==> config.mk <==
export PLATFORM = sky130hd
export DESIGN_NAME = riscv_control_sequencer
export DESIGN_NICKNAME = d
export VERILOG_FILES = /design/src/rtl/riscv_control_sequencer.sv
export SDC_FILE = /design/constraint.sdc
export NUM_CORES = 1
export LEC_CHECK = 0
export CAP_MARGIN = 15
export CORE_MARGIN = 3
export CORE_UTILIZATION = 42
export DETAILED_ROUTE_END_ITERATION = 16
export PLACE_DENSITY = 0.75
export SKIP_LAST_GASP = 1
export SLEW_MARGIN = 5
export SYNTH_ARGS = -nofsm -noshare
export SYNTH_HDL_FRONTEND = slang
export SYNTH_SLANG_ARGS = --single-unit
==> constraint.sdc <==
create_clock -name clk -period 1.6 [get_ports clk]
set_input_delay 0.32 -clock clk [delete_from_list [all_inputs] [get_ports clk]]
set_output_delay 0.32 -clock clk [all_outputs]
set_load 0.02 [all_outputs]
==> src/rtl/riscv_control_sequencer.sv <==
// riscv_control_sequencer
// Multi-cycle FETCH/DECODE/EXEC/WB sequencer for the RISC-V datapath with
// run/halt/single-step control, a retired-instruction counter and a sticky
// illegal-opcode trap.

module riscv_control_sequencer #(
    parameter int CNT_W = 32
) (
    input  logic             clk,
    input  logic             reset,
    input  logic             run,
    input  logic             step,
    input  logic             halt_req,
    input  logic [6:0]       opcode,
    output logic             fetch_en,
    output logic             pc_en,
    output logic             regwrite_control,
    output logic             illegal_op,
    output logic             halted,
    output logic [2:0]       state,
    output logic [CNT_W-1:0] instr_count
);

    typedef enum logic [2:0] {
        HALT   = 3'd0,
        FETCH  = 3'd1,
        DECODE = 3'd2,
        EXEC   = 3'd3,
        WB     = 3'd4
    } state_t;

    state_t           state_q, state_d;
    logic             step_mode_q, step_mode_d;
    logic             halt_pending_q, halt_pending_d;
    logic             illegal_q, illegal_d;
    logic [CNT_W-1:0] count_q, count_d;
    logic             opcode_legal;

    assign opcode_legal = (opcode == 7'h33) || (opcode == 7'h13) || (opcode == 7'h37);

    // Register all sequencer state; reset returns the core to a clean halt.
    always_ff @(posedge clk or posedge reset) begin
        if (reset) begin
            state_q        <= HALT;
            step_mode_q    <= 1'b0;
            halt_pending_q <= 1'b0;
            illegal_q      <= 1'b0;
            count_q        <= '0;
        end else begin
            state_q        <= state_d;
            step_mode_q    <= step_mode_d;
            halt_pending_q <= halt_pending_d;
            illegal_q      <= illegal_d;
            count_q        <= count_d;
        end
    end

    // Next-state logic; unreachable encodings fall through to HALT.
    always_comb begin
        state_d     = HALT;
        step_mode_d = step_mode_q;
        illegal_d   = illegal_q;
        count_d     = count_q;
        case (state_q)
            HALT: begin
                if (!illegal_q) begin
                    if (run) begin
                        state_d     = FETCH;
                        step_mode_d = 1'b0;
                    end else if (step) begin
                        state_d     = FETCH;
                        step_mode_d = 1'b1;
                    end
                end
            end
            FETCH:  state_d = DECODE;
            DECODE: begin
                if (opcode_legal) begin
                    state_d = EXEC;
                end else begin
                    illegal_d = 1'b1;
                    state_d   = HALT;
                end
            end
            EXEC:   state_d = WB;
            WB: begin
                count_d = count_q + CNT_W'(1);
                // A halt_req arriving during WB itself must still stop here.
                if (halt_pending_q || halt_req || step_mode_q || !run) begin
                    state_d = HALT;
                end else begin
                    state_d = FETCH;
                end
            end
            default: state_d = HALT;
        endcase
    end

    // Remember a halt request until the next instruction boundary reaches HALT.
    always_comb begin
        halt_pending_d = halt_pending_q;
        if (state_d == HALT) begin
            halt_pending_d = 1'b0;
        end else if ((state_q != HALT) && halt_req) begin
            halt_pending_d = 1'b1;
        end
    end

    assign fetch_en         = (state_q == FETCH);
    assign pc_en            = (state_q == WB);
    assign regwrite_control = (state_q == WB);
    assign halted           = (state_q == HALT);
    assign illegal_op       = illegal_q;
    assign state            = state_q;
    assign instr_count      = count_q;

endmodule

After elaboration in Yosys (flattened, before gate mapping) --
Cells that the tools add are included.
Operators by class: add/subtract/negate cells 1, $mul 0, div/mod/pow operators 0, magnitude comparators 0, equal/unequal tests 7, shift-type cells 0, mux-type cells 10, bitwise logic cells 2, reduce and logical (&&, ||, !) cells 14
Operators by type and width (number):
- $add 32x1->32 const B | 1
- $pmux 3 s5 | 1
- $eq 7x6->1 const B | 2
- $mux 1 | 8
- $eq 7x5->1 const B | 1
- $eq 3x2->1 const B | 2
- $logic_not 3->1 | 2
- $logic_or 1x1->1 | 5
- $reduce_bool 2->1 | 2
- $eq 3x1->1 const B | 1
- $eq 3x3->1 const B | 1
- $reduce_and 3->1 | 1
- $reduce_bool 3->1 | 1
- $mux 2 | 1
- $not 1->1 | 2
- $reduce_and 2->1 | 1
- $logic_and 1x1->1 | 1
- $logic_not 1->1 | 1
Storage, ports and cells: register bits after elaboration 38, bits in latches 0, bits in writable memories 0, ROM bits 0, logic and storage cells 39, memories kept 0

Longest topological paths before layout --
Gate-level depths: netlist of run 1.
word-level depth 7, gate-level depth with buffers 5, gate-level depth less buffers 5

Worst setup path after synthesis of run 1 --
No wires, ideal clock.
path type register -> register, start point reg state_q[0] (netlist: state[0]), end point reg count_q[31] (netlist: instr_count[31]), library setup time 0.128 ns, data arrival time 1.662 ns, slack -0.190 ns, cell stages (with the launch flop) 6, path buffers 1, period minus slack after synthesis 1.790 ns, cell sequence dfrtp_1 > buf_2 > nand4bb_4 > nor4_4 > nand4_1 > xnor2_1
On the way: cells in the longest elaborated chain, start to end 1
Ends and longest elaborated chain:
- start, declared | line 32 | state_t state_q, state_d;
- start signal, assigned | line 50 | state_q <= state_d;
- $eq 3x3->1 | line 64 | case (state_q)
- end signal, assigned | line 54 | count_q <= count_d;
- end, declared | line 36 | logic [CNT_W-1:0] count_q, count_d;
No other way between the ends. A chain may end at the register's enable or synchronous reset.

Worst setup path in the final report of run 1 --
start point reg state_q[1] (netlist: state[1]), end point out state[1]
RTL lines:
- end, declared | line 20 | output logic [2:0] state,
No word-level cell between the ends.

==> results of run 1 <==
-- cell usage after synthesis (3+ instances only) --
master,count
nor2_1,3
xnor2_1,27
and4_1,4
nand3_1,15
nand2b_1,3
xor2_1,4
a21oi_1,3
and3_1,8
nor3_1,4
dfrtp_1,38
buf_2,3
nand2_1,11
nand4_1,8
-- kinds of logic after synthesis --
family	count (synthesis)
buf+inv	7
mux	1
xor+xnor	31
flops	38
fa+ha+maj	1
compound gates	7
simple gates	71
-- sequential cells by signal, summed over array words and instances, names as in the netlist --
signal	flops
halt_pending_q	1
step_mode_q	1
illegal_op	1
state	3
instr_count	32
-- worst paths after layout --
kind	endpoint	slack, ns	depth (start not counted)
hold / removal	instr_count[24]	0.38	3
setup reg to reg	instr_count[25]	0.02	5
hold reg to reg	instr_count[31]	0.48	1
setup / recovery	state[1]	-0.03	3
min in group clk	instr_count[31]	0.48	1
max in group asynchronous	instr_count[15]	1.01	3
-- area by class of cell --
| cell class | instances | share of cell area |
|---|---|---|
| repair buffers | 94 | 0.287 |
| multi-input cells | 111 | 0.319 |
| flip-flops and latches | 38 | 0.341 |
| inverters | 2 | 0.00267 |
| clock buffers | 8 | 0.0285 |
| well taps | 50 | 0.0223 |
-- through the flow --
step	setup TNS (ns)	instances	worst slack, ns
2_1_floorplan	-1.07	156	-0.114
3_3_place_gp	-0.243	275	-0.0863
3_5_place_dp	-0.439	275	-0.101
4_1_cts	-0.143	288	-0.0898
5_1_grt	-0.473	303	-0.0657
6_report	-0.0262	303	-0.0262
-- power by group through the flow --
stage | Sequential [mW] | Clock [mW] | Combinational, mW
global route | 0.974 | 0.684 | 0.0900
finish | 0.973 | 0.620 | 0.0825
floorplan | 0.992 | 0 | 0.0318
detailed placement | 0.992 | 0 | 0.0804
global placement | 0.992 | 0 | 0.0772
CTS | 0.973 | 0.637 | 0.0815
-- per-layer routing --
metal	track usage	wire, um	vias to the layer above
met2	0.299	2370	53
met4	0.0459	40	0
met5	0	0	-
met1	0.192	1800	753
met3	0.0505	252	4
li1	-	-	745
-- what timing repair did --
item | CTS | global route
gates cloned | 0 | 1
buffers inserted | 5 | 14
setup endpoints to repair | 52 | 28
resized for setup | 50 | 29
pin swaps | 2 | 7
-- critical path: cells and delay by family, from the launching register on --
kind	cells	cell delay (ns)
buffers and inverters	3	0.58
flip-flops	1	0.44
==> metrics.txt, run 1 <==
outcome=complete, but fails checks; failing checks=negative setup slack; Tcrit/Tclk final=1.02; Worst Path Max Fanout=5; drt via density=between 5 and 6; simple-gate share of the synthesized area=0.262; largest family of logic cells by synthesized area=simple AND/OR/NAND/NOR gates; crit-path cells=buf_4 > buf_4 > dlygate4sd2_1; Core ar.=just over 0.004 mm^2; Final GP Congestion=between 0.8 and 0.9; RSZ-0062 raised after global routing=true; maximum vdd drop=0.000354 V; critical path class=flip-flop to output port; final hold slack=~0.38 ns; Gate Count Post-Synth=between 150 and 200; Final Power=roughly 1.7 mW; most common cell after layout, fill and taps aside=buf_4; mean routed wirelength per cell=approximately 15 um; clock tree buffer depth=2; Rel. slew slack=0.763; post-synthesis adder-cell area fraction=0.00696; critical path required time=1.28 ns; Syn Area/Cell=about 12 um^2; combinational share of power=0.049; switch share=0.211; fraction of synthesized area in multiplexers=0.00627; Final Max Tran Viols=0; # IOs=52; Max-Cap Viols=0; area leader, netlist=dfrtp_1; sequential-to-total area share from yosys stat=0.529; min Tclk post-route=1.63 ns; Primary FF master, synth=dfrtp_1; Core Util, Final=0.693; CTS Hold Bufs=0; Post-synth EDFFs=0; Crit. Startpoint=state[1]; dpl cell area=approximately 0.0025 mm^2; Async S/R FF share, synth=1.00; GR Overflow Total=0; fmax=a little over 600 MHz; # setup viols final=1; Area contributors post-synth=dfrtp_1 (53%), xnor2_1 (13%), nand3_1 (4.2%), and3_1 (2.8%), nand4_1 (2.8%); Post-layout nets=roughly 270; CTS buffer count=5; layout cells sized above 1=0.296; multi-input logic area=approximately 900 um^2; filler instances=roughly 290; Syn Nets=around 170; pin count of the biggest net entering global routing=39; Post-Route WL=roughly 4500 um; Final HPWL DP=approximately 3100 um; fin area=around 0.0028 mm^2; Pint=1.32 mW; DR pass1 iterations=4; Sequential Power Share=0.581; number of port buffers=51; synth unique cells=33; Compound-Gate Fraction of Synth Area=0.0258; first-pass GRT wire length=6710 um; antenna violations before repair=0; clk_lat worst skew=0.28 ns; P_leak=around 1.5 nW; TritonCTS Sinks=38; Synth Area in XOR/XNOR=0.151; top-area cell type share of the netlist area=0.529; Sequential Area=approximately 960 um^2; yosys warns=0; CTS tree=done; final worst slack=-0.0262 ns; Starting Density=0.443; detailed-route via count=~1600; Max stage delay on crit path=between 0.4 and 0.5 ns; CP most frequent cell=buf_4; synth-to-layout area growth=56.5%; antenna fix cells=0; crit path launch type=flip-flop; commonest cells after routing, fill and taps aside=buf_4 (36), dlygate4sd2_1 (35), dfrtp_1 (32), xnor2_1 (25); ANT nets after route=0; Yosys reg bits=38; share of total power in the clock network=0.370; number of global-route vias before repair=around 1500; Worst R2R Start=instr_count[11]; Psw=~0.35 mW; Worst EP arrival=approximately 1.3 ns; worst-margin pin slew=about 0.35 ns; die height=71.4 um; worst hold path class=input port to asynchronous set/reset pin; CP max-delay cell=dfrtp_2; CTS root buf=clkbuf_8; Worst Setup End Kind=output port; Clock transition at path regs=0.07 ns; DIE WIDTH=around 70 um; DRC viols=0; Post-Synthesis Cell Area=0.00180 mm^2; die area=a little over 0.005 mm^2; row cnt=23; pwr dens=just under 600 mW/mm^2; DR iter-0 viols=73; GRT Overall Usage=0.167; H-tree depth=2; Hold Vio Cnt, Final=0; Clock Skew=approximately 0.0027 ns
Note: power is estimated with default switching activity, not from simulation.
==> run 2, diff against run 1 <==
==> constraint.sdc (replaced) <==
create_clock -name clk -period 1.6 [get_ports clk]
set_input_delay 0.32 -clock clk [delete_from_list [all_inputs] [get_ports clk]]
set_output_delay 0.32 -clock clk [all_outputs]
set_load 0.01 [all_outputs]
==> run 2 against run 1 <==
Compared with the run above:
- the run still ends with negative setup slack left
- first-iteration DRC count fell by 6.8%
- die area did not move
- worst setup slack got worse by 0.071 ns
- cell count rose by 0.99%
- flip-flop and latch count did not move
- sequential share of layout area fell by 1.6 points
- wire length rose by 5.5%
==> metrics.txt, run 2 (same netlist as run 1, synthesis figures left out) <==
CP max-delay cell=dfrtp_2; filler instances=270; CTS Hold Bufs=0; antenna violations before repair=0; outcome=complete, but fails checks; Final Max Tran Viols=0; DR iter-0 viols=between 60 and 70; clock tree buffer depth=2; CTS root buf=clkbuf_8; commonest cells after routing, fill and taps aside=buf_4 (37), dfrtp_1 (31), xnor2_1 (25), clkdlybuf4s50_1 (23); Max stage delay on crit path=~0.43 ns; antenna fix cells=0; Core Util, Final=0.727; Sum Neg Setup Slack=-0.818 ns; clk_lat worst skew=just under 0.3 ns; number of port buffers=between 50 and 60; GRT Overall Usage=0.182; fmax=slightly below 600 MHz; maximum vdd drop=~0.00036 V; Max Used Layer=met4; min Tclk post-route=approximately 1.7 ns; die height=just over 70 um; CP most frequent cell=buf_4; final worst slack=-0.0969 ns; Largest register FFs=32; Final HPWL DP=just over 3000 um; layout cells sized above 1=0.344; die area=just over 0.005 mm^2; RSZ-0062 raised after global routing=true; Max-Cap Viols=0; CTS buffer count=5; Worst Setup End Kind=flip-flop; first-pass GRT wire length=7380 um; synth-to-layout area growth=64.3%; Post-layout nets=~270; number of global-route vias before repair=approximately 1600; worst-margin pin slew=about 0.36 ns; most common cell after layout, fill and taps aside=buf_4; pwr dens=593 mW/mm^2; drt via density=roughly 5.2; worst hold path class=input port to asynchronous set/reset pin; row cnt=23; pin count of the biggest net entering global routing=39; mean routed wirelength per cell=approximately 15 um; H-tree depth=2; GR Overflow Total=0; TritonCTS Sinks=38; Worst Path Max Fanout=5; crit path launch type=flip-flop; final hold slack=approximately 0.38 ns; Rel. slew slack=0.757; Worst EP arrival=1.88 ns; DIE WIDTH=approximately 71 um; failing checks=negative setup slack; critical path required time=1.78 ns; met3 routed WL=245 um; DR pass1 iterations=4; Final GP Congestion=0.787; P_leak=1.62 nW; pre-CTS WS=-0.0873 ns; detailed-route via count=between 1500 and 2000; Tcrit/Tclk final=1.06; Clock Skew=between 0.002 and 0.0025 ns; # setup viols final=14; critical path class=flip-flop to flip-flop; M1 WL=~1900 um; ANT nets after route=0; crit-path cells=buf_6 > nand4bb_4 > buf_12 > buf_4 > nor3_2 > buf_4 > nand3_2 > xnor2_2; # IOs=52; Hold Vio Cnt, Final=0; Clock transition at path regs=roughly 0.080 ns; DRC viols=0; Core ar.=between 0.004 and 0.005 mm^2; met2 routed WL=roughly 2400 um; Starting Density=0.443; CTS tree=done; Post-Route WL=4700 um
run 2: cell types whose count changed in the layout (fill, tap and decap cells not counted), sizes merged:
| cell | before | now |
|---|---|---|
| clkinvlp | 0 | 1 |
| clkbuf | 9 | 6 |
| dlymetal6s2s | 1 | 11 |
| buf | 46 | 50 |
| clkdlybuf4s15 | 0 | 2 |
| dlygate4sd2 | 35 | 11 |
| clkinv | 0 | 1 |
| clkdlybuf4s50 | 11 | 23 |
run 2: critical path, delay by kind of cell, from the launching register on:
family                 cells  cell delay, ns
flip-flops                 1            0.43
XOR/XNOR                   1            0.14
AND/OR/NAND/NOR            3            0.41
buffers and inverters      4            0.59
run 2: final cells by class:
| cell class | instances | area (um^2) | share of cell area |
|---|---|---|---|
| Sequential cell | 38 | 960 | 0.325 |
| Multi-Input combinational cell | 111 | 923 | 0.313 |
| Timing Repair Buffer | 97 | 903 | 0.306 |
| Clock buffer | 6 | 82.6 | 0.0280 |
| Tap cell | 50 | 62.6 | 0.0212 |
| Clock inverter | 2 | 12.5 | 0.00424 |
| Inverter | 2 | 7.51 | 0.00254 |
run 2: power breakdown:
| part | leakage, nW | internal (mW) | switching, mW |
|---|---|---|---|
| combinational | 1.06 | 0.0463 | 0.0367 |
| clock | 0.0472 | 0.346 | 0.348 |
| sequential | 0.513 | 0.967 | 0.00514 |
run 2: final timing paths:
check | end | start | depth (start not counted) | slack, ns
max in group asynchronous | instr_count[21] | reset | 3 | 1.02
max reg2reg | instr_count[10] | state[0] | 8 | -0.1
min in group clk | instr_count[31] | instr_count[31] | 1 | 0.47
max | instr_count[10] | state[0] | 8 | -0.1
min | instr_count[26] | reset | 3 | 0.38
min reg2reg | instr_count[31] | instr_count[31] | 1 | 0.47
run 2: repair_timing:
action                     CTS  global route
gates resized for setup     39            36
pin swaps                    2            14
setup endpoints to repair   39            42
cloned                       0             1
buffers inserted            14             9
run 2: per-layer routing:
layer	vias up	global-route usage
met5	-	0
met4	0	0.0564
met3	15	0.0463
met2	56	0.314
met1	772	0.222
li1	743	-
run 2: through the flow:
step           total power, mW  cells  area (um^2)
5_1_grt                   1.81    306         2950
3_5_place_dp              1.07    274         2530
3_3_place_gp              1.07    274         2530
2_1_floorplan             1.02    156         1800
6_report                  1.75    306         2950
4_1_cts                   1.76    296         2760
